File: config.mk
export PLATFORM = sky130hd
export DESIGN_NAME = cache_write_buffer
export DESIGN_NICKNAME = d
export VERILOG_FILES = /design/src/rtl/cache_pkg.sv /design/src/rtl/wb_fifo.sv /design/src/rtl/cache_write_buffer.sv
export SDC_FILE = /design/constraint.sdc
export NUM_CORES = 1
export LEC_CHECK = 0
export CORE_MARGIN = 5
export CORE_UTILIZATION = 40
export CTS_BUF_LIST = sky130_fd_sc_hd__clkbuf_8
export DETAILED_ROUTE_END_ITERATION = 10
export HOLD_SLACK_MARGIN = 0.12
export PLACE_DENSITY_LB_ADDON = 0.08
export SYNTH_ARGS = -nofsm -noshare
export SYNTH_HDL_FRONTEND = slang
export SYNTH_HIERARCHICAL = 1
export SYNTH_SLANG_ARGS = --single-unit
File: constraint.sdc
create_clock -name clk -period 4 [get_ports clk]
set_clock_uncertainty 0.05 [all_clocks]
set_input_delay 0.8 -clock clk [delete_from_list [all_inputs] [get_ports clk]]
set_output_delay 0.8 -clock clk [all_outputs]
set_load 0.1 [all_outputs]
File: src/rtl/cache_pkg.sv
`default_nettype none
// ============================================================================
// cache_pkg : shared widths, word-offset and write-buffer FSM encoding
// Rev 1.0
// ============================================================================
package cache_pkg;

  localparam int CACHE_ADDR_WIDTH = 32;
  localparam int CACHE_DATA_WIDTH = 32;
  localparam int WORD_LSB         = 2;

  typedef enum logic [1:0] {
    IDLE   = 2'd0,
    MEM_RD = 2'd1,
    MEM_WR = 2'd2,
    RESP   = 2'd3
  } wb_state_e;

endpackage
`default_nettype wire

File: src/rtl/wb_fifo.sv
`default_nettype none
// ============================================================================
// wb_fifo : circular store buffer with youngest-first word-address search
// Rev 1.0
// ============================================================================
module wb_fifo
  import cache_pkg::*;
#(
  parameter int ADDR_WIDTH = CACHE_ADDR_WIDTH,
  parameter int DATA_WIDTH = CACHE_DATA_WIDTH,
  parameter int DEPTH      = 4,
  localparam int PW        = $clog2(DEPTH),
  localparam int CW        = PW + 1
) (
  input  logic                         clk,
  input  logic                         rst,
  input  logic                         push_i,
  input  logic [ADDR_WIDTH-1:0]        push_addr_i,
  input  logic [DATA_WIDTH-1:0]        push_data_i,
  input  logic                         pop_i,
  input  logic [ADDR_WIDTH-1:WORD_LSB] srch_word_i,
  output logic                         hit_o,
  output logic [DATA_WIDTH-1:0]        hit_data_o,
  output logic [ADDR_WIDTH-1:0]        head_addr_o,
  output logic [DATA_WIDTH-1:0]        head_data_o,
  output logic                         not_full_o,
  output logic                         empty_o
);

  logic [ADDR_WIDTH-1:0] addr_q [DEPTH];
  logic [DATA_WIDTH-1:0] data_q [DEPTH];

  logic [PW-1:0] head_q, head_d;
  logic [PW-1:0] tail_q, tail_d;
  logic [CW-1:0] count_q, count_d;
  logic [PW-1:0] srch_idx;

  // Storage carries no reset; validity is defined purely by head/count.
  always_ff @(posedge clk) begin
    if (push_i) begin
      addr_q[tail_q] <= push_addr_i;
      data_q[tail_q] <= push_data_i;
    end
  end

  always_ff @(posedge clk or posedge rst) begin
    if (rst) begin
      head_q  <= '0;
      tail_q  <= '0;
      count_q <= '0;
    end else begin
      head_q  <= head_d;
      tail_q  <= tail_d;
      count_q <= count_d;
    end
  end

  always_comb begin
    head_d  = pop_i  ? head_q + PW'(1) : head_q;
    tail_d  = push_i ? tail_q + PW'(1) : tail_q;
    count_d = count_q;
    case ({push_i, pop_i})
      2'b10:   count_d = count_q + CW'(1);
      2'b01:   count_d = count_q - CW'(1);
      default: count_d = count_q;
    endcase
  end

  // Walk oldest to youngest so the last match left standing is the youngest;
  // a store arriving this cycle is younger than anything held.
  always_comb begin
    hit_o      = 1'b0;
    hit_data_o = '0;
    srch_idx   = '0;
    for (int i = 0; i < DEPTH; i++) begin
      srch_idx = head_q + PW'(i);
      if ((CW'(i) < count_q) &&
          (addr_q[srch_idx][ADDR_WIDTH-1:WORD_LSB] == srch_word_i)) begin
        hit_o      = 1'b1;
        hit_data_o = data_q[srch_idx];
      end
    end
    if (push_i && (push_addr_i[ADDR_WIDTH-1:WORD_LSB] == srch_word_i)) begin
      hit_o      = 1'b1;
      hit_data_o = push_data_i;
    end
  end

  assign head_addr_o = addr_q[head_q];
  assign head_data_o = data_q[head_q];
  assign not_full_o  = (count_q < CW'(DEPTH));
  assign empty_o     = (count_q == '0);

endmodule
`default_nettype wire

File: src/rtl/cache_write_buffer.sv
`default_nettype none
// ============================================================================
// cache_write_buffer : write-through store buffer + read-miss port to memory
// Rev 1.0
// ============================================================================
module cache_write_buffer
  import cache_pkg::*;
#(
  parameter int ADDR_WIDTH = CACHE_ADDR_WIDTH,
  parameter int DATA_WIDTH = CACHE_DATA_WIDTH,
  parameter int DEPTH      = 4
) (
  input  logic                  clk,
  input  logic                  rst,
  input  logic                  wr_valid,
  input  logic [ADDR_WIDTH-1:0] wr_addr,
  input  logic [DATA_WIDTH-1:0] wr_data,
  output logic                  wr_ready,
  input  logic                  rd_miss_valid,
  input  logic [ADDR_WIDTH-1:0] rd_miss_addr,
  output logic                  rd_miss_ready,
  output logic                  rd_fill_valid,
  output logic [DATA_WIDTH-1:0] rd_fill_data,
  output logic                  buf_empty,
  output logic                  mem_req,
  output logic                  mem_we,
  output logic [ADDR_WIDTH-1:0] mem_addr,
  output logic [DATA_WIDTH-1:0] mem_wdata,
  input  logic                  mem_ack,
  input  logic [DATA_WIDTH-1:0] mem_rdata
);

  wb_state_e             state_q, state_d;
  logic                  mem_req_q, mem_req_d;
  logic                  mem_we_q, mem_we_d;
  logic [ADDR_WIDTH-1:0] mem_addr_q, mem_addr_d;
  logic [DATA_WIDTH-1:0] mem_wdata_q, mem_wdata_d;
  logic [DATA_WIDTH-1:0] fill_data_q, fill_data_d;

  logic                  fifo_push;
  logic                  fifo_pop;
  logic                  fifo_hit;
  logic [DATA_WIDTH-1:0] fifo_hit_data;
  logic [ADDR_WIDTH-1:0] fifo_head_addr;
  logic [DATA_WIDTH-1:0] fifo_head_data;
  logic                  fifo_not_full;
  logic                  fifo_empty;

  assign fifo_push = wr_valid && fifo_not_full;

  wb_fifo #(
    .ADDR_WIDTH (ADDR_WIDTH),
    .DATA_WIDTH (DATA_WIDTH),
    .DEPTH      (DEPTH)
  ) u_fifo (
    .clk         (clk),
    .rst         (rst),
    .push_i      (fifo_push),
    .push_addr_i (wr_addr),
    .push_data_i (wr_data),
    .pop_i       (fifo_pop),
    .srch_word_i (rd_miss_addr[ADDR_WIDTH-1:WORD_LSB]),
    .hit_o       (fifo_hit),
    .hit_data_o  (fifo_hit_data),
    .head_addr_o (fifo_head_addr),
    .head_data_o (fifo_head_data),
    .not_full_o  (fifo_not_full),
    .empty_o     (fifo_empty)
  );

  // State and memory-side registers; reset drops mem_req without a clock.
  always_ff @(posedge clk or posedge rst) begin
    if (rst) begin
      state_q     <= IDLE;
      mem_req_q   <= 1'b0;
      mem_we_q    <= 1'b0;
      mem_addr_q  <= '0;
      mem_wdata_q <= '0;
      fill_data_q <= '0;
    end else begin
      state_q     <= state_d;
      mem_req_q   <= mem_req_d;
      mem_we_q    <= mem_we_d;
      mem_addr_q  <= mem_addr_d;
      mem_wdata_q <= mem_wdata_d;
      fill_data_q <= fill_data_d;
    end
  end

  // Misses win arbitration in IDLE; every drain returns through IDLE so a
  // waiting miss always gets a slot between consecutive stores.
  always_comb begin
    state_d     = state_q;
    mem_req_d   = mem_req_q;
    mem_we_d    = mem_we_q;
    mem_addr_d  = mem_addr_q;
    mem_wdata_d = mem_wdata_q;
    fill_data_d = fill_data_q;
    fifo_pop    = 1'b0;
    case (state_q)
      IDLE: begin
        if (rd_miss_valid) begin
          if (fifo_hit) begin
            fill_data_d = fifo_hit_data;
            state_d     = RESP;
          end else begin
            mem_req_d  = 1'b1;
            mem_we_d   = 1'b0;
            mem_addr_d = rd_miss_addr;
            state_d    = MEM_RD;
          end
        end else if (!fifo_empty) begin
          mem_req_d   = 1'b1;
          mem_we_d    = 1'b1;
          mem_addr_d  = fifo_head_addr;
          mem_wdata_d = fifo_head_data;
          state_d     = MEM_WR;
        end
      end
      MEM_RD: begin
        if (mem_ack) begin
          mem_req_d   = 1'b0;
          fill_data_d = mem_rdata;
          state_d     = RESP;
        end
      end
      MEM_WR: begin
        if (mem_ack) begin
          mem_req_d = 1'b0;
          fifo_pop  = 1'b1;
          state_d   = IDLE;
        end
      end
      RESP: begin
        state_d = IDLE;
      end
      default: begin
        state_d   = IDLE;
        mem_req_d = 1'b0;
      end
    endcase
  end

  always_comb begin
    wr_ready      = fifo_not_full;
    rd_miss_ready = (state_q == IDLE);
    rd_fill_valid = (state_q == RESP);
    buf_empty     = fifo_empty && (state_q == IDLE);
  end

  assign mem_req      = mem_req_q;
  assign mem_we       = mem_we_q;
  assign mem_addr     = mem_addr_q;
  assign mem_wdata    = mem_wdata_q;
  assign rd_fill_data = fill_data_q;

endmodule
`default_nettype wire

==> results of run 1 <==
[critical path, cell delays in order (launching register included)]
cell	delay, ns
dfrtp_4	0.52
buf_12	0.15
clkbuf_16	0.14
buf_4	0.13
mux4_2	0.46
xor2_1	0.17
nor4_2	0.25
buf_4	0.17
nand4_1	0.06
nor3_1	0.23
buf_4	0.18
nand2_1	0.06
nand3_2	0.10
or3_4	0.14
a21boi_2	0.06
a211oi_4	0.25
buf_4	0.18
clkbuf_16	0.14
buf_4	0.10
mux2_4	0.28
[repair_timing]
| item | CTS | global route |
|---|---|---|
| hold endpoints to repair | 0 | 0 |
| setup buffers | 6 | 23 |
| gates resized for setup | 5 | 56 |
| pin swaps | 1 | 6 |
| endpoints found under the setup margin | 32 | 32 |
| gates cloned | 0 | 11 |
[through the flow]
| step | TNS [ns] | worst slack (ns) | power [uW] | area (sq um) | hold WS (ns) |
|---|---|---|---|---|---|
| finish | 0 | 0.03805 | 23780 | 28830 | 0.4396 |
| global placement | -8.987 | -0.3140 | 19080 | 26590 | 0.4243 |
| floorplan | 0 | 0.1899 | 15520 | 22610 | 0.4436 |
| detailed placement | -8.633 | -0.2956 | 19200 | 26590 | 0.4278 |
| global route | -0.6768 | -0.05846 | 24980 | 28830 | 0.4608 |
| CTS | 0 | 0.005899 | 23200 | 28120 | 0.4444 |
[placed cells by master, fill, tap and decap left out, types with 62 or more instances in the layout]
cell,synthesis,routed
xor2_1,71,70
mux2_2,100,100
mux2i_1,245,227
o21ai_0,105,105
a21oi_1,108,108
clkbuf_8,0,79
inv_1,79,98
nor2_1,77,77
dfrtp_1,107,105
xnor2_1,77,73
mux4_2,62,62
buf_4,17,159
clkdlybuf4s50_1,0,230
edfxtp_1,256,256
[sequential cells by signal (all words and copies together), names as in the netlist]
register / count
rd_fill_data: 32
u_fifo/addr_q: 128
u_fifo/count_q: 3
mem_wdata: 32
mem_req: 1
mem_we: 1
mem_addr: 32
state_q: 2
u_fifo/data_q: 128
u_fifo/head_q: 2
u_fifo/tail_q: 2
[metal layers]
layer  share of wire (%)  global-route usage (%)  up-vias
li1                    -                       -     7706
met1                  46                   31.88     8374
met2                  44                   33.84      538
met3                 7.5                   5.406       90
met4                 1.9                   6.087        4
met5               0.038                       0        -
[report_power, final]
part | total (uW) | switching [uW] | internal (uW)
registers | 5490 | 531 | 4960
clock network | 3790 | 1660 | 2130
logic | 14500 | 9100 | 5410
[path summary, 6_finish.rpt]
kind | to
max in group asynchronous | mem_addr[6]
worst max register to register | rd_fill_data[6]
worst min register to register | mem_wdata[29]
min in group asynchronous | u_fifo/count_q[2]
worst min-delay path | mem_wdata[29]
worst max-delay path | rd_fill_data[6]
[cell families (layout without fill, tap and decap cells)]
kind of cell | Yosys count | count (layout) | share of synthesized area, %
mux | 442 | 442 | 24.36
flops | 363 | 363 | 45.85
compound gates | 344 | 344 | 10.23
simple gates | 311 | 311 | 7.903
buf+inv | 243 | 646 | 5.208
xor+xnor | 148 | 148 | 5.734
fa+ha+maj | 13 | 13 | 0.7195
other cells | 0 | 2 | 0
[area by class of cell]
class | instances | area (sq um) | share of cell area (%)
antenna | 2 | 5.005 | 0.01736
clock buffer | 79 | 1087 | 3.771
clock inverter | 49 | 342.8 | 1.189
inverter | 79 | 299.0 | 1.037
multi-input combinational | 1258 | 11320 | 39.28
sequential | 363 | 10370 | 35.97
tap | 756 | 945.9 | 3.281
timing repair buffer | 439 | 4456 | 15.45
==> results.json, run 1 <==
{
  "status": "finished clean",
  "first_iter_violations": 1281,
  "post-route-min-period_ns": 3.962,
  "syn_to_final_growth_pct": 27.53,
  "vias": 16712,
  "clock_path_buffers": 3,
  "cp-end-kind": "flip-flop",
  "start_util_pct": 40.25,
  "cp-start-kind": "flip-flop",
  "cts.sinks": 363,
  "synth_cell_types": 55,
  "clock_latency_ns": 0.64,
  "grt_max_degree": 130,
  "crit_fanout": 5,
  "syn_area_sq_mm": 0.02261,
  "yosysTopAreaCellShare_pct": 34.00,
  "rsz0062_at_grt": "yes",
  "grt_usage_pct": 22.22,
  "cts_tree": "yes",
  "final_util_pct": 51.33,
  "place_congestion": 0.8719,
  "die_w_microns": 247.7,
  "io_pins": 235,
  "antenna_found_initial": 4,
  "ys_warn_count": 6,
  "reg2reg_from": "u_fifo/head_q[0]",
  "die_h_microns": 247.7,
  "synth_flop_cell": "edfxtp_1",
  "drc_errors": 0,
  "required_ns": 4.47,
  "syn-num-nets": 2010,
  "cts-root-buf": "clkbuf_8",
  "peakVddDrop_mv": 0.6150,
  "cts_hold_buf": 0,
  "syn_area_per_cell_sq_um": 12.13,
  "wire_per_inst_microns": 23.68,
  "syn_inst": 1864,
  "port-buffer-count": 234,
  "reg2reg_depth": 19,
  "drive_gt1_share_pct": 28.19,
  "cellLeakagePower_uw": 0.01098,
  "startpoint": "u_fifo/head_q[0]",
  "yosysTopAreaCell": "edfxtp_1",
  "cts.clk_slew.worst_paths_ns": 0.06,
  "hold_class": "flip-flop to flip-flop",
  "worstHoldStart": "mem_wdata[29]",
  "finalHoldViolCount": 0,
  "dieArea_sq_mm": 0.06138,
  "vias_per_cell": 5.525,
  "arrival_ns": 4.43,
  "path_class": "flip-flop to flip-flop",
  "synth_edf_count": 256,
  "n_fill_cell": 4984,
  "grt-ovfl-total": 0,
  "setup_viol": 0,
  "numCtsBuffers": 69,
  "dp_hpwl_mm": 48.55,
  "async_flop_share_pct": 29.48,
  "final_cells": 3025,
  "synth.area.top_cells": "edfxtp_1, dfrtp_1, mux2i_1",
  "dp.cells": 2856,
  "dr.pass1.iters": 5,
  "worst_pin_slew_ns": 1.054,
  "h-tree-depth": 3,
  "power_density_mw_per_mm2": 824.9,
  "routed_wl_mm": 71.64,
  "period_share_pct": 99.05,
  "drv_slew": 0,
  "rrSetupSlack_ns": 0.04,
  "ant_nets": 0,
  "grt_pass1_wl_mm": 102.8,
  "coreArea_sq_mm": 0.05617,
  "synth_top_cells_by_count": "edfxtp_1, mux2i_1, a21oi_1",
  "max_slew_margin_pct": 29.49,
  "grt_pass1_vias": 16341,
  "synth.most_common_cell": "edfxtp_1",
  "seq_area_frac_synth_pct": 45.85,
  "ys_ff_latch": 363,
  "cap_violations": 0,
  "rows": 87,
  "fmax_mhz": 252.4,
  "nets": 2356,
  "hold_depth": 1
}
No activity file was read; power rests on OpenSTA's default activity.
==> inputs of run 2 (changes only) <==
PLACE_DENSITY = 0.65   (was unset)
PLACE_DENSITY_LB_ADDON = unset   (was 0.08)
SKIP_LAST_GASP = 1   (was unset)
==> run 2 against run 1 <==
Total power down 2.1%. Clock power is 8.2% lower. Critical path depth fell by 4. First-iteration DRC count fell by 1.0%. Die area stayed put. Final cell count grew 0.33%. Routed wire length is 0.27% lower. Largest cell class unchanged. Highest routed layer unchanged. Global-route usage increased by 0.15 points. Register-to-register slack gained 0.02 ns. Largest power group unchanged.
==> results.json, run 2 (synthesized netlist as in run 1, its figures left out) <==
{
  "status": "finished clean",
  "dp_hpwl_mm": 50.10,
  "coreArea_sq_mm": 0.05617,
  "path_class": "flip-flop to flip-flop",
  "drc_errors": 0,
  "dieArea_sq_mm": 0.06138,
  "place_congestion": 0.9496,
  "h-tree-depth": 3,
  "crit_fanout": 14,
  "cellLeakagePower_uw": 0.01096,
  "vias": 17002,
  "io_pins": 235,
  "grt-ovfl-total": 0,
  "cp-start-kind": "flip-flop",
  "max_slew_margin_pct": 28.41,
  "ant_nets": 0,
  "pwr-share-comb_pct": 61.3,
  "clock_path_buffers": 3,
  "required_ns": 4.46,
  "grt_usage_pct": 22.37,
  "hold_path_end": "mem_wdata[3]",
  "setup_slack_ns": 0.06203,
  "peakVddDrop_mv": 0.6690,
  "mostFrequentLayoutCells": "edfxtp_1, clkdlybuf4s50_1, mux2i_1",
  "hold_depth": 1,
  "rows": 87,
  "final_cells": 3035,
  "cts.clk_slew.worst_paths_ns": 0.05,
  "worstHoldStart": "mem_wdata[3]",
  "reg_top3": "u_fifo/addr_q x128, u_fifo/data_q x128",
  "period_share_pct": 98.45,
  "first_iter_violations": 1268,
  "grt_max_degree": 121,
  "syn_to_final_growth_pct": 27.30,
  "reg2reg_from": "u_fifo/head_q[1]",
  "grt_pass1_wl_mm": 105.4,
  "rsz0062_at_grt": "yes",
  "clock_latency_ns": 0.65,
  "antenna_found_initial": 9,
  "startpoint": "u_fifo/head_q[1]",
  "pre_cts_ws_ns": -0.2913,
  "grt_pass1_vias": 17286,
  "vias_per_cell": 5.602,
  "power_frac_seq_pct": 23.7,
  "die_h_microns": 247.7,
  "numCtsBuffers": 66,
  "netSwitchingPower_uw": 11230,
  "die_w_microns": 247.7,
  "rrSetupSlack_ns": 0.06,
  "cp-end-kind": "flip-flop",
  "setup_viol": 0,
  "worst_pin_slew_ns": 1.070,
  "routed_wl_mm": 71.45,
  "cts.sinks": 363,
  "hold_class": "flip-flop to flip-flop",
  "nets": 2368,
  "dp.cells": 2872,
  "dr.pass1.iters": 5,
  "cap_violations": 0,
  "cts_tree": "yes",
  "final_common_cell": "edfxtp_1",
  "internal-power_uw": 12050,
  "fmax_mhz": 253.9,
  "drive_gt1_share_pct": 28.84,
  "port-buffer-count": 234,
  "power_frac_clock_pct": 14.9,
  "reg2reg_depth": 15,
  "finalHoldViolCount": 0,
  "arrival_ns": 4.39,
  "power_density_mw_per_mm2": 808.9,
  "p_sw_share_pct": 48.22,
  "cts-root-buf": "clkbuf_8",
  "start_util_pct": 40.25,
  "r2r-end": "rd_fill_data[21]",
  "cts_hold_buf": 0,
  "wire_per_inst_microns": 23.54,
  "drv_slew": 0,
  "post-route-min-period_ns": 3.938
}
-- run 2: changes by cell type in the layout (fill, tap and decap cells not counted), moves of 2 or more --
| cell | delta |
|---|---|
| buf_4 | +19 |
| bufinv_16 | -4 |
| clkbuf_16 | -4 |
| clkinv_1 | -5 |
| clkinv_2 | +6 |
| clkinvlp_4 | -2 |
| diode_2 | +2 |
| inv_1 | -4 |
| nor4_1 | -3 |
| nor4_2 | +3 |
| or4_1 | +2 |
| or4_4 | -2 |
-- run 2: layout make-up --
type                            count  area, sq um
Fill cell                        4920        27390
Multi-Input combinational cell   1258        11340
Sequential cell                   363        10370
Clock buffer                       79         1087
Antenna cell                        4        10.01
Inverter                           79        299.0
Timing Repair Buffer              454         4503
Tap cell                          756        945.9
Clock inverter                     42        224.0
-- run 2: worst max path at each step --
stage,end,slack (ns),cells past startpoint
after global placement,rd_fill_data[25],-0.16,13
after floorplan,buf_empty,0.19,5
final,rd_fill_data[21],0.06,15
after detailed placement,rd_fill_data[11],-0.29,12
after global routing,rd_fill_data[21],-0.09,15
after CTS,rd_fill_data[3],0.03,14
-- run 2: stage by stage --
stage                     instance area, sq um  TNS, ns  util (%)  power, uW  hold WS [ns]
after floorplan                          22610        0         -      15520        0.4436
after global placement                   26720   -4.659     47.57      18870        0.4302
after detailed placement                 26720   -8.510     47.57      19130        0.4427
after CTS                                28250        0     50.29      22940        0.4627
after global routing                     28780   -1.855     51.23      24390        0.4693
final                                    28780        0     51.24      23280        0.4577
-- run 2: timing repair --
item                       in CTS  in global routing
setup endpoints to repair      32                 32
pin swaps                       4                 11
gates cloned                    1                  8
setup buffers                  11                 18
gates resized for setup        16                 42
-- run 2: power groups by stage --
stage	combinational [uW]	sequential, uW	clock [uW]
6_report	14300	5520	3480
5_1_grt	15000	5620	3770
4_1_cts	13800	5520	3570
3_5_place_dp	13500	5610	0
3_3_place_gp	13300	5570	0
2_1_floorplan	6700	8820	0
-- run 2: routing by layer --
layer	track usage, %	vias up	share of wire (%)
li1	-	7723	-
met3	4.674	123	6.9
met5	0	-	0.11
met4	7.376	10	2.9
met1	30.28	8565	43
met2	36.16	581	47
-- run 2: worst max-delay path, stage by stage (launching register included) --
cell and delay, ns:
dfrtp_4 0.50, buf_12 0.18, buf_6 0.16, mux2i_2 0.26
mux2i_1 0.15, xor2_1 0.19, a2111oi_2 0.38, nand4_1 0.24
nor4_4 0.29, buf_4 0.18, buf_12 0.15, buf_12 0.15
mux2i_1 0.23, o22ai_2 0.13, mux2_2 0.28, mux2_4 0.26
==> inputs of run 3 (changes only) <==
CORE_MARGIN = 2   (was 5)
==> run 3 against run 2 <==
The flow now finishes with violations (negative setup slack). Worst setup slack lost 0.10 ns. Count of clock-buffer cells in the layout fell by 5. Sequential power about the same. Via count about the same. Register-to-register slack got worse by 0.10 ns. Sequential share of layout area shrank 0.15 points. Sequential cell count did not move. Utilization grew 0.22 points. Clock power up 3%. First-iteration DRC count increased by 14%. Critical path type unchanged. Largest cell class unchanged.
==> results.json, run 3 (synthesized netlist as in run 1, its figures left out) <==
{
  "power_frac_seq_pct": 23.5,
  "grt_usage_pct": 23.04,
  "hold_class": "input pin to asynchronous set/reset pin",
  "violations": "negative setup slack",
  "h-tree-depth": 2,
  "dieArea_sq_mm": 0.05844,
  "worst_path_largest_cell_delay_ns": 0.51,
  "vias": 16991,
  "clock_latency_ns": 0.70,
  "grt-ovfl-total": 0,
  "place_congestion": 0.9302,
  "final_common_cell": "edfxtp_1",
  "met3_length_mm": 4.835,
  "fmax_mhz": 247.4,
  "fin_tns_setup_ns": -0.2190,
  "grt_pass1_vias": 16958,
  "finalPower_uw": 23510,
  "vias_per_cell": 5.611,
  "netSwitchingPower_uw": 11310,
  "die_w_microns": 241.7,
  "r2r-end": "rd_fill_data[4]",
  "wirelength_met1_mm": 30.74,
  "port-buffer-count": 234,
  "cts.sinks": 363,
  "path_class": "flip-flop to flip-flop",
  "coreArea_sq_mm": 0.05617,
  "status": "finished with violations",
  "drive_gt1_share_pct": 28.97,
  "reg_top3": "u_fifo/addr_q x128, u_fifo/data_q x128",
  "dpl-instance-area_sq_mm": 0.02677,
  "rows": 87,
  "arrival_ns": 4.56,
  "cts_hold_buf": 0,
  "start_util_pct": 40.25,
  "finalHoldViolCount": 0,
  "final_cell_area_sq_mm": 0.02890,
  "cp-start-kind": "flip-flop",
  "period_share_pct": 101.0,
  "ant_nets": 0,
  "cellLeakagePower_uw": 0.01098,
  "crit_fanout": 8,
  "internal-power_uw": 12190,
  "power_density_mw_per_mm2": 813.3,
  "die_h_microns": 241.7,
  "clock_path_buffers": 3,
  "max_slew_margin_pct": 28.64,
  "cap_violations": 0,
  "worst_pin_slew_ns": 1.067,
  "power_frac_clock_pct": 15.3,
  "routed_wl_mm": 70.32,
  "peakVddDrop_mv": 0.6090,
  "required_ns": 4.52,
  "setup_viol": 19,
  "routed-wl-met2_mm": 32.62,
  "cpLargestDelayFamily": "buffers and inverters",
  "antenna_found_initial": 5,
  "syn_to_final_growth_pct": 27.84,
  "rrSetupSlack_ns": -0.04,
  "p_sw_share_pct": 48.12,
  "worst-path-buf-inv": 6,
  "seqCellArea_sq_mm": 0.01037,
  "reg2reg_depth": 16,
  "highest_layer": "met5",
  "nets": 2361,
  "dp.cells": 2878,
  "cts_tree": "yes",
  "post-route-min-period_ns": 4.042,
  "first_iter_violations": 1440,
  "n_fill_cell": 4859,
  "drc_errors": 0,
  "pwr-share-comb_pct": 61.2,
  "cp_slowest_cell": "dfrtp_4",
  "dr.pass1.iters": 8,
  "final_cells": 3028,
  "numCtsBuffers": 61,
  "drv_slew": 0,
  "crit_path_cell_trace": "buf_12 > clkbuf_4 > buf_4 > mux4_2 > xnor2_1 > nand4_1 > nor4_2 > nand4_1 > buf_4 > nand3_2 > or3_4 > a21boi_1 > a211oi_4 > buf_12 > clkbuf_16 > mux2_2",
  "io_pins": 235,
  "rsz0062_at_grt": "yes",
  "reg2reg_from": "u_fifo/head_q[1]",
  "grt_pass1_wl_mm": 103.4,
  "cts-root-buf": "clkbuf_8",
  "multiInputGateArea_sq_mm": 0.01146,
  "setup_slack_ns": -0.04162,
  "grt_max_degree": 112,
  "cp-end-kind": "flip-flop",
  "cts.clk_slew.worst_paths_ns": 0.06,
  "wire_per_inst_microns": 23.22,
  "cp.depth": 16,
  "mostFrequentLayoutCells": "edfxtp_1, clkdlybuf4s50_1, mux2i_1",
  "dp_hpwl_mm": 49.01
}
run 3: final cells by class:
type	count	area share, %
Antenna cell	4	0.03463
Clock buffer	74	3.524
Clock inverter	42	1.121
Inverter	79	1.035
Multi-Input combinational cell	1258	39.67
Sequential cell	363	35.89
Tap cell	756	3.273
Timing Repair Buffer	452	15.46
run 3: worst max path at each step:
stage,endpoint,slack (ns),startpoint
3_5_place_dp,rd_fill_data[1],-0.42,rd_miss_addr[17]
3_3_place_gp,rd_fill_data[4],-0.41,rd_miss_addr[17]
4_1_cts,rd_fill_data[1],-0.03,u_fifo/head_q[1]
2_1_floorplan,buf_empty,0.19,state_q[0]
6_report,rd_fill_data[4],-0.04,u_fifo/head_q[1]
5_1_grt,rd_fill_data[15],-0.12,u_fifo/head_q[1]
run 3: repair_timing:
action / CTS / global route
endpoints found under the setup margin: 64 / 49
pin swaps: 1 / 8
buffers inserted: 10 / 14
resized for setup: 6 / 78
cloned: 0 / 6
run 3: worst register-to-register path: cells and delay by family, from the launching register on:
kind	cells	cell delay [ns]
simple gates	5	0.86
mux	2	0.84
xor+xnor	1	0.26
flops	1	0.51
compound gates	2	0.36
buf+inv	6	1.04
run 3: per-layer routing:
metal / vias up / global-route usage, %
li1: 7708 / -
met1: 8531 / 31.58
met2: 621 / 36.93
met3: 127 / 4.329
met4: 4 / 7.444
met5: - / 0
run 3: through the flow:
step	worst slack (ns)	util [%]	hold slack, ns
detailed placement	-0.4219	47.66	0.4484
floorplan	0.1899	-	0.4436
CTS	-0.02931	50.25	0.4277
global route	-0.1244	51.45	0.4660
finish	-0.04162	51.45	0.4567
global placement	-0.4066	47.66	0.4278
run 3: power by group through the flow:
| stage | Clock, uW | Combinational (uW) | Sequential, uW |
|---|---|---|---|
| CTS | 3670 | 13700 | 5530 |
| finish | 3590 | 14400 | 5520 |
| detailed placement | 0 | 13500 | 5640 |
| global placement | 0 | 13300 | 5620 |
| global route | 3820 | 15100 | 5620 |
| floorplan | 0 | 6700 | 8820 |
==> patch 1, RTL diff (flow settings as in run 1) <==
The 4 states of `wb_state_e` get a Gray code encoding in 2 bits.
--- a/src/rtl/cache_pkg.sv
+++ b/src/rtl/cache_pkg.sv
@@ -10,10 +10,10 @@
   localparam int WORD_LSB         = 2;
 
   typedef enum logic [1:0] {
-    IDLE   = 2'd0,
-    MEM_RD = 2'd1,
-    MEM_WR = 2'd2,
-    RESP   = 2'd3
+    IDLE   = 2'b00,
+    MEM_RD = 2'b01,
+    MEM_WR = 2'b11,
+    RESP   = 2'b10
   } wb_state_e;
 
 endpackage
Behaviour: no difference found for any inputs over 4 cycles, from zero or initial values and one cycle with rst high; so few cycles prove little.
==> patch 1 against run 1 <==
Power fell by 1.5%; routed wire length rose by 0.17%; via count fell by 1.2%; design area rose by 0.37%; sequential cell count did not move; sequential share of layout area fell by 0.13 points; cell count fell by 0.30%; synthesized area fell by 0.87%; first-iteration DRC count fell by 4.2%; worst setup slack improved by 0.068 ns.
==> patch 1: results (changes against run 1) <==
Clock tree
The post-CTS repair timing setup buffer count came to 3 (was 6). The count of cells resized by post-cts repair was 16 (was 5).

Power and ir drop
The largest voltage drop on the vdd net came to 831 uV (was 615 uV). The static power due to leakage is 11.0 nW (about the same).

STA
The relative max-transition margin is 0.237 (was 0.295).

Drt
The detailed-routing iteration count for the pre-antenna-repair pass is 5 (unchanged). The routed wirelength normalized by instance count is 23.8 microns (was 23.7 microns). The detailed router's first-iteration violation count is 1227 (was 1281).

The total via count in the routed design is 16500 (was 16700). The mean number of vias per cell is 5.47 (was 5.52).

GRT
The number of global-route vias before repair is 16600 (was 16300). The pin count of the biggest net entering global routing was 137 (was 130). The total routing usage reported by global routing is 0.228 (was 0.222). The first-pass GRT wire length is 105000 microns (was 103000 microns).

Worst setup path
The delay of the slowest cell on the worst path was 0.56 ns (was 0.52 ns). The maximum fanout count along the critical path is 13 (was 5). The startpoint of the lowest-slack register-to-register path is u_fifo/head_q[1]$_DFFE_PP0P_ (was u_fifo/head_q[0]$_DFFE_PP0P_). The endpoint of the worst register-to-register path is rd_fill_data[9]$_DFFE_PP0P_ (was rd_fill_data[6]$_DFFE_PP0P_).

The data arrival time at the worst-slack endpoint is 4.36 ns (was 4.43 ns).

Min path
The end of the worst hold path is mem_addr[4]$_DFFE_PP0P_ (was mem_wdata[29]$_DFFE_PP0P_). The hold path startpoint is mem_addr[4]$_DFFE_PP0P_ (was mem_wdata[29]$_DFFE_PP0P_).

Synth
The synthesized area divided by synthesized cell count is 12.4 sq um (was 12.1 sq um). Top cell types by occurrence after synthesis: edfxtp_1 (256), mux2i_1 (210), mux2_2 (135) (was edfxtp_1 (256), mux2i_1 (245), a21oi_1 (108)). Biggest area contributors in the synthesized netlist: edfxtp_1 (34%), dfrtp_1 (12%), mux2i_1 (9.4%) (was edfxtp_1 (34%), dfrtp_1 (12%), mux2i_1 (11%)). The sequential area share after synthesis is 0.462 (was 0.458).

Place
The global placer's final weighted congestion is 0.897 (was 0.872). The number of placed instances with taps included is 2861 (was 2856). The worst setup slack after placement is -0.383 ns (was -0.296 ns).

The half-perimeter wire length of the detailed placement result is 49200 microns (was 48500 microns).

Cells and area
The share of layout cells above drive strength 1 came to 0.300 (was 0.282). The number of nets in the layout is 2354 (was 2356).

Run status
Outcome: complete, no violations (unchanged).
==> patch 1: cell types whose count changed after synthesis, moves of 4 or more <==
cell / run 1 / this run
mux2_4: 30 / 0
mux2i_1: 245 / 210
mux2_2: 100 / 135
ha_1: 13 / 9
clkbuf_1: 74 / 62
a31oi_1: 36 / 3
a21oi_1: 108 / 75
mux2_1: 2 / 60
inv_1: 79 / 74
==> patch 1: metal layers <==
| layer | up-vias | track usage | routed length, microns |
|---|---|---|---|
| met4 | 4 | 0.0535 | 1510 |
| met2 | 539 | 0.352 | 32500 |
| li1 | 7595 | - | - |
| met5 | - | 0 | 32 |
| met3 | 99 | 0.0564 | 5100 |
| met1 | 8273 | 0.326 | 32600 |
==> patch 1: cell families (layout without fill, tap and decap cells) <==
group	Yosys count	in the layout	synth area share
adders and majority gates	9	9	0.00502
muxes	470	470	0.257
other	0	1	0
and+or+nand+nor	320	320	0.0827
xor gates and xnor gates	149	149	0.0582
DFF	363	363	0.462
AOI/OAI and AO/OA	275	275	0.0853
buffers and inverters	227	681	0.0496
==> patch 1: worst max-delay path by stage <==
| stage | start | endpoint | slack [ns] |
|---|---|---|---|
| 6_report | u_fifo/head_q[1]$_DFFE_PP0P_ | rd_fill_data[9]$_DFFE_PP0P_ | 0.11 |
| 5_1_grt | u_fifo/head_q[1]$_DFFE_PP0P_ | rd_fill_data[9]$_DFFE_PP0P_ | -0.07 |
| 4_1_cts | u_fifo/head_q[0]$_DFFE_PP0P_ | rd_fill_data[9]$_DFFE_PP0P_ | 0.0008 |
| 3_5_place_dp | rd_miss_addr[29] | rd_fill_data[9]$_DFFE_PP0P_ | -0.38 |
| 3_3_place_gp | rd_miss_addr[4] | rd_fill_data[9]$_DFFE_PP0P_ | -0.38 |
| 2_1_floorplan | rd_miss_addr[13] | rd_fill_data[0]$_DFFE_PP0P_ | 0.35 |
==> patch 1: report_power, final <==
part	internal, mW	leakage, nW	switching, mW
clock network	1.83	0.756	1.64
logic	5.40	6.67	9.00
registers	4.97	3.62	0.584
total	12.2	11.0	11.2
==> patch 1: through the flow <==
stage	cell area, sq um	hold WS [ns]	TNS, ns
2_1_floorplan	22400	0.444	0
3_3_place_gp	26800	0.415	-18.77
3_5_place_dp	26800	0.428	-19.29
4_1_cts	28300	0.407	0
5_1_grt	28900	0.447	-0.688
6_report	28900	0.437	0
==> patch 1: cell type report <==
cell class                 instances  area (sq um)
clock inverter                    49           235
sequential                       363         10400
fill                            4854         26400
timing repair buffer             480          4780
multi-input combinational       1223         11300
clock buffer                      77          1060
inverter                          75           284
antenna                            1          2.50
tap                              748           936
==> patch 1: worst max-delay path, delay by kind of cell, from the launching register on <==
family          cells  cell delay (ns)
simple gates        6             1.31
buf+inv             4             0.74
compound gates      1             0.20
xor+xnor            1             0.17
flops               1             0.56
mux                 3             0.74
==> patch 2, RTL diff (config.mk and constraints of run 1) <==
Made on the original files. `CACHE_ADDR_WIDTH`: 32 -> 28.
--- a/src/rtl/cache_pkg.sv
+++ b/src/rtl/cache_pkg.sv
@@ -5,7 +5,7 @@
 // ============================================================================
 package cache_pkg;
 
-  localparam int CACHE_ADDR_WIDTH = 32;
+  localparam int CACHE_ADDR_WIDTH = 28;
   localparam int CACHE_DATA_WIDTH = 32;
   localparam int WORD_LSB         = 2;
 
Ports: changed (resized mem_addr, rd_miss_addr and wr_addr); port bits go from 235 to 223. The function was not compared with the original's and may differ.
==> patch 2 against run 1 <==
The run now ends with negative setup slack left; synthesized area decreased by 5.3%; clock power down 9.0%; sequential share of layout area shrank 1.4 points; power shrank 2.7%; highest routed layer unchanged; fmax is 4.9% lower; design area fell by 1.8%; global-route usage is 3.0 points higher; routed wire length increased by 6.0%; critical path type unchanged; worst setup slack got worse by 0.20 ns; sequential cell count fell by 20.
==> patch 2: results (changes against run 1) <==
Place
The count of buffers inserted at the top-level ports is 222 (was 234). The post-detailed-placement cell area came to 25700 sq um (was 26600 sq um). The half-perimeter wire length of the detailed placement result is 49600 microns (was 48500 microns). The global placer's final weighted congestion was 0.956 (was 0.872). The worst setup slack after placement is -0.505 ns (was -0.296 ns).

Synth
The parity-gate share of the synthesized area counting xor and xnor cells came to 0.0536 (was 0.0573). The multiplexer share of the synthesized area is 0.243 (was 0.244). The sequential area share after synthesis came to 0.457 (was 0.458).

The share of async-settable or async-resettable flops after synthesis was 0.300 (was 0.295). The post-synth net total is 1890 (was 2010). The post-synthesis share of cell area spent on full adders, half adders and majority gates is 0.00760 (was 0.00719). The number of different library cells in the post-synthesis netlist came to 68 (was 55).

STA
The final setup violation count is 32 (was 0). The aggregate negative setup slack is -3.59 ns (was 0 ns). The slack of the critical path is -0.167 ns (was 0.0381 ns). The transition time at the pin with the least slew margin is 1.02 ns (was 1.05 ns).

Run status
The checks that failed: negative setup slack. Outcome: finished with violations (was complete, no violations).

Clock tree
The number of CTS-inserted buffers is 66 (was 69).

Cells and area
Largest registers ranked by flip-flop count: u_fifo/data_q: 128 flops, u_fifo/addr_q: 112 flops (was u_fifo/addr_q: 128 flops, u_fifo/data_q: 128 flops). The fill cell instance count of the final layout is 4572 (was 4984).

GRT
The number of global-route vias before repair is 17300 (was 16300). The pin count of the biggest net entering global routing is 132 (was 130). The total routing usage reported by global routing was 0.252 (was 0.222).

Drt
The detailed router's first-iteration violation count is 1377 (was 1281). The mean number of vias per cell was 5.96 (was 5.52).

Worst setup path
The maximum fanout count along the critical path is 8 (was 5).
## patch 2: what timing repair did
item,in CTS,in global routing
resized for setup,81,90
pin swaps,39,71
hold buffers,0,0
cloned,6,3
buffers inserted,20,4
endpoints found under the setup margin,59,52
## patch 2: worst max-delay path, stage by stage (launching register included)
cell	delay [ns]
dfrtp_4	0.44
buf_12	0.14
buf_4	0.21
mux4_2	0.55
xnor2_2	0.28
nand4_1	0.21
a211oi_1	0.26
nand2_1	0.08
or4b_4	0.63
buf_12	0.20
o221ai_2	0.18
a211o_1	0.17
a31oi_2	0.10
mux2_4	0.31
mux2_4	0.25
## patch 2: area by class of cell
| class | count | share of cell area |
|---|---|---|
| multi-input cells | 1225 | 0.405 |
| flip-flops and latches | 343 | 0.346 |
| repair buffers | 502 | 0.171 |
| clock buffers | 76 | 0.0369 |
| well taps | 688 | 0.0304 |
| clock inverters | 45 | 0.00866 |
| inverters | 17 | 0.00243 |
| diodes | 2 | 0.000177 |
## patch 2: stage by stage
step                 util  instances  power [mW]
floorplan               -       1752        14.8
CTS                 0.526       2889        22.8
finish              0.537       2898        23.1
detailed placement  0.488       2743        18.8
global placement    0.488       2743        18.6
global route        0.537       2897        24.2
## patch 2: final timing paths
check,start,endpoint,slack (ns),cells after the start
min reg2reg,mem_wdata[24]$_DFFE_PP0P_,mem_wdata[24]$_DFFE_PP0P_,0.44,1
max,u_fifo/head_q[0]$_DFFE_PP0P_,rd_fill_data[31]$_DFFE_PP0P_,-0.17,14
max reg2reg,u_fifo/head_q[0]$_DFFE_PP0P_,rd_fill_data[31]$_DFFE_PP0P_,-0.17,14
min,mem_wdata[24]$_DFFE_PP0P_,mem_wdata[24]$_DFFE_PP0P_,0.44,1
max in group asynchronous,rst,rd_fill_data[29]$_DFFE_PP0P_,2.27,3
min in group asynchronous,rst,u_fifo/head_q[1]$_DFFE_PP0P_,0.58,2
## patch 2: kinds of logic (layout without fill, tap and decap cells)
kind of cell	Yosys count	in the layout
AOI/OAI and AO/OA	410	410
muxes	398	398
DFF	343	343
and+or+nand+nor	273	273
buffers and inverters	184	640
xor gates and xnor gates	131	131
adders and majority gates	13	13
other	0	2
## patch 2: where the power goes
part | total (mW) | switching (mW) | internal, mW
Clock | 3.45 | 1.63 | 1.81
Sequential | 5.25 | 0.554 | 4.69
Combinational | 14.4 | 8.93 | 5.52
## patch 2: routing by layer
layer / vias to the layer above / GRT usage / wire, microns
met1: 8725 / 0.372 / 34400
met4: 6 / 0.0619 / 1540
met2: 779 / 0.370 / 32900
met3: 114 / 0.0701 / 6990
li1: 7653 / - / -
met5: - / 0 / 73
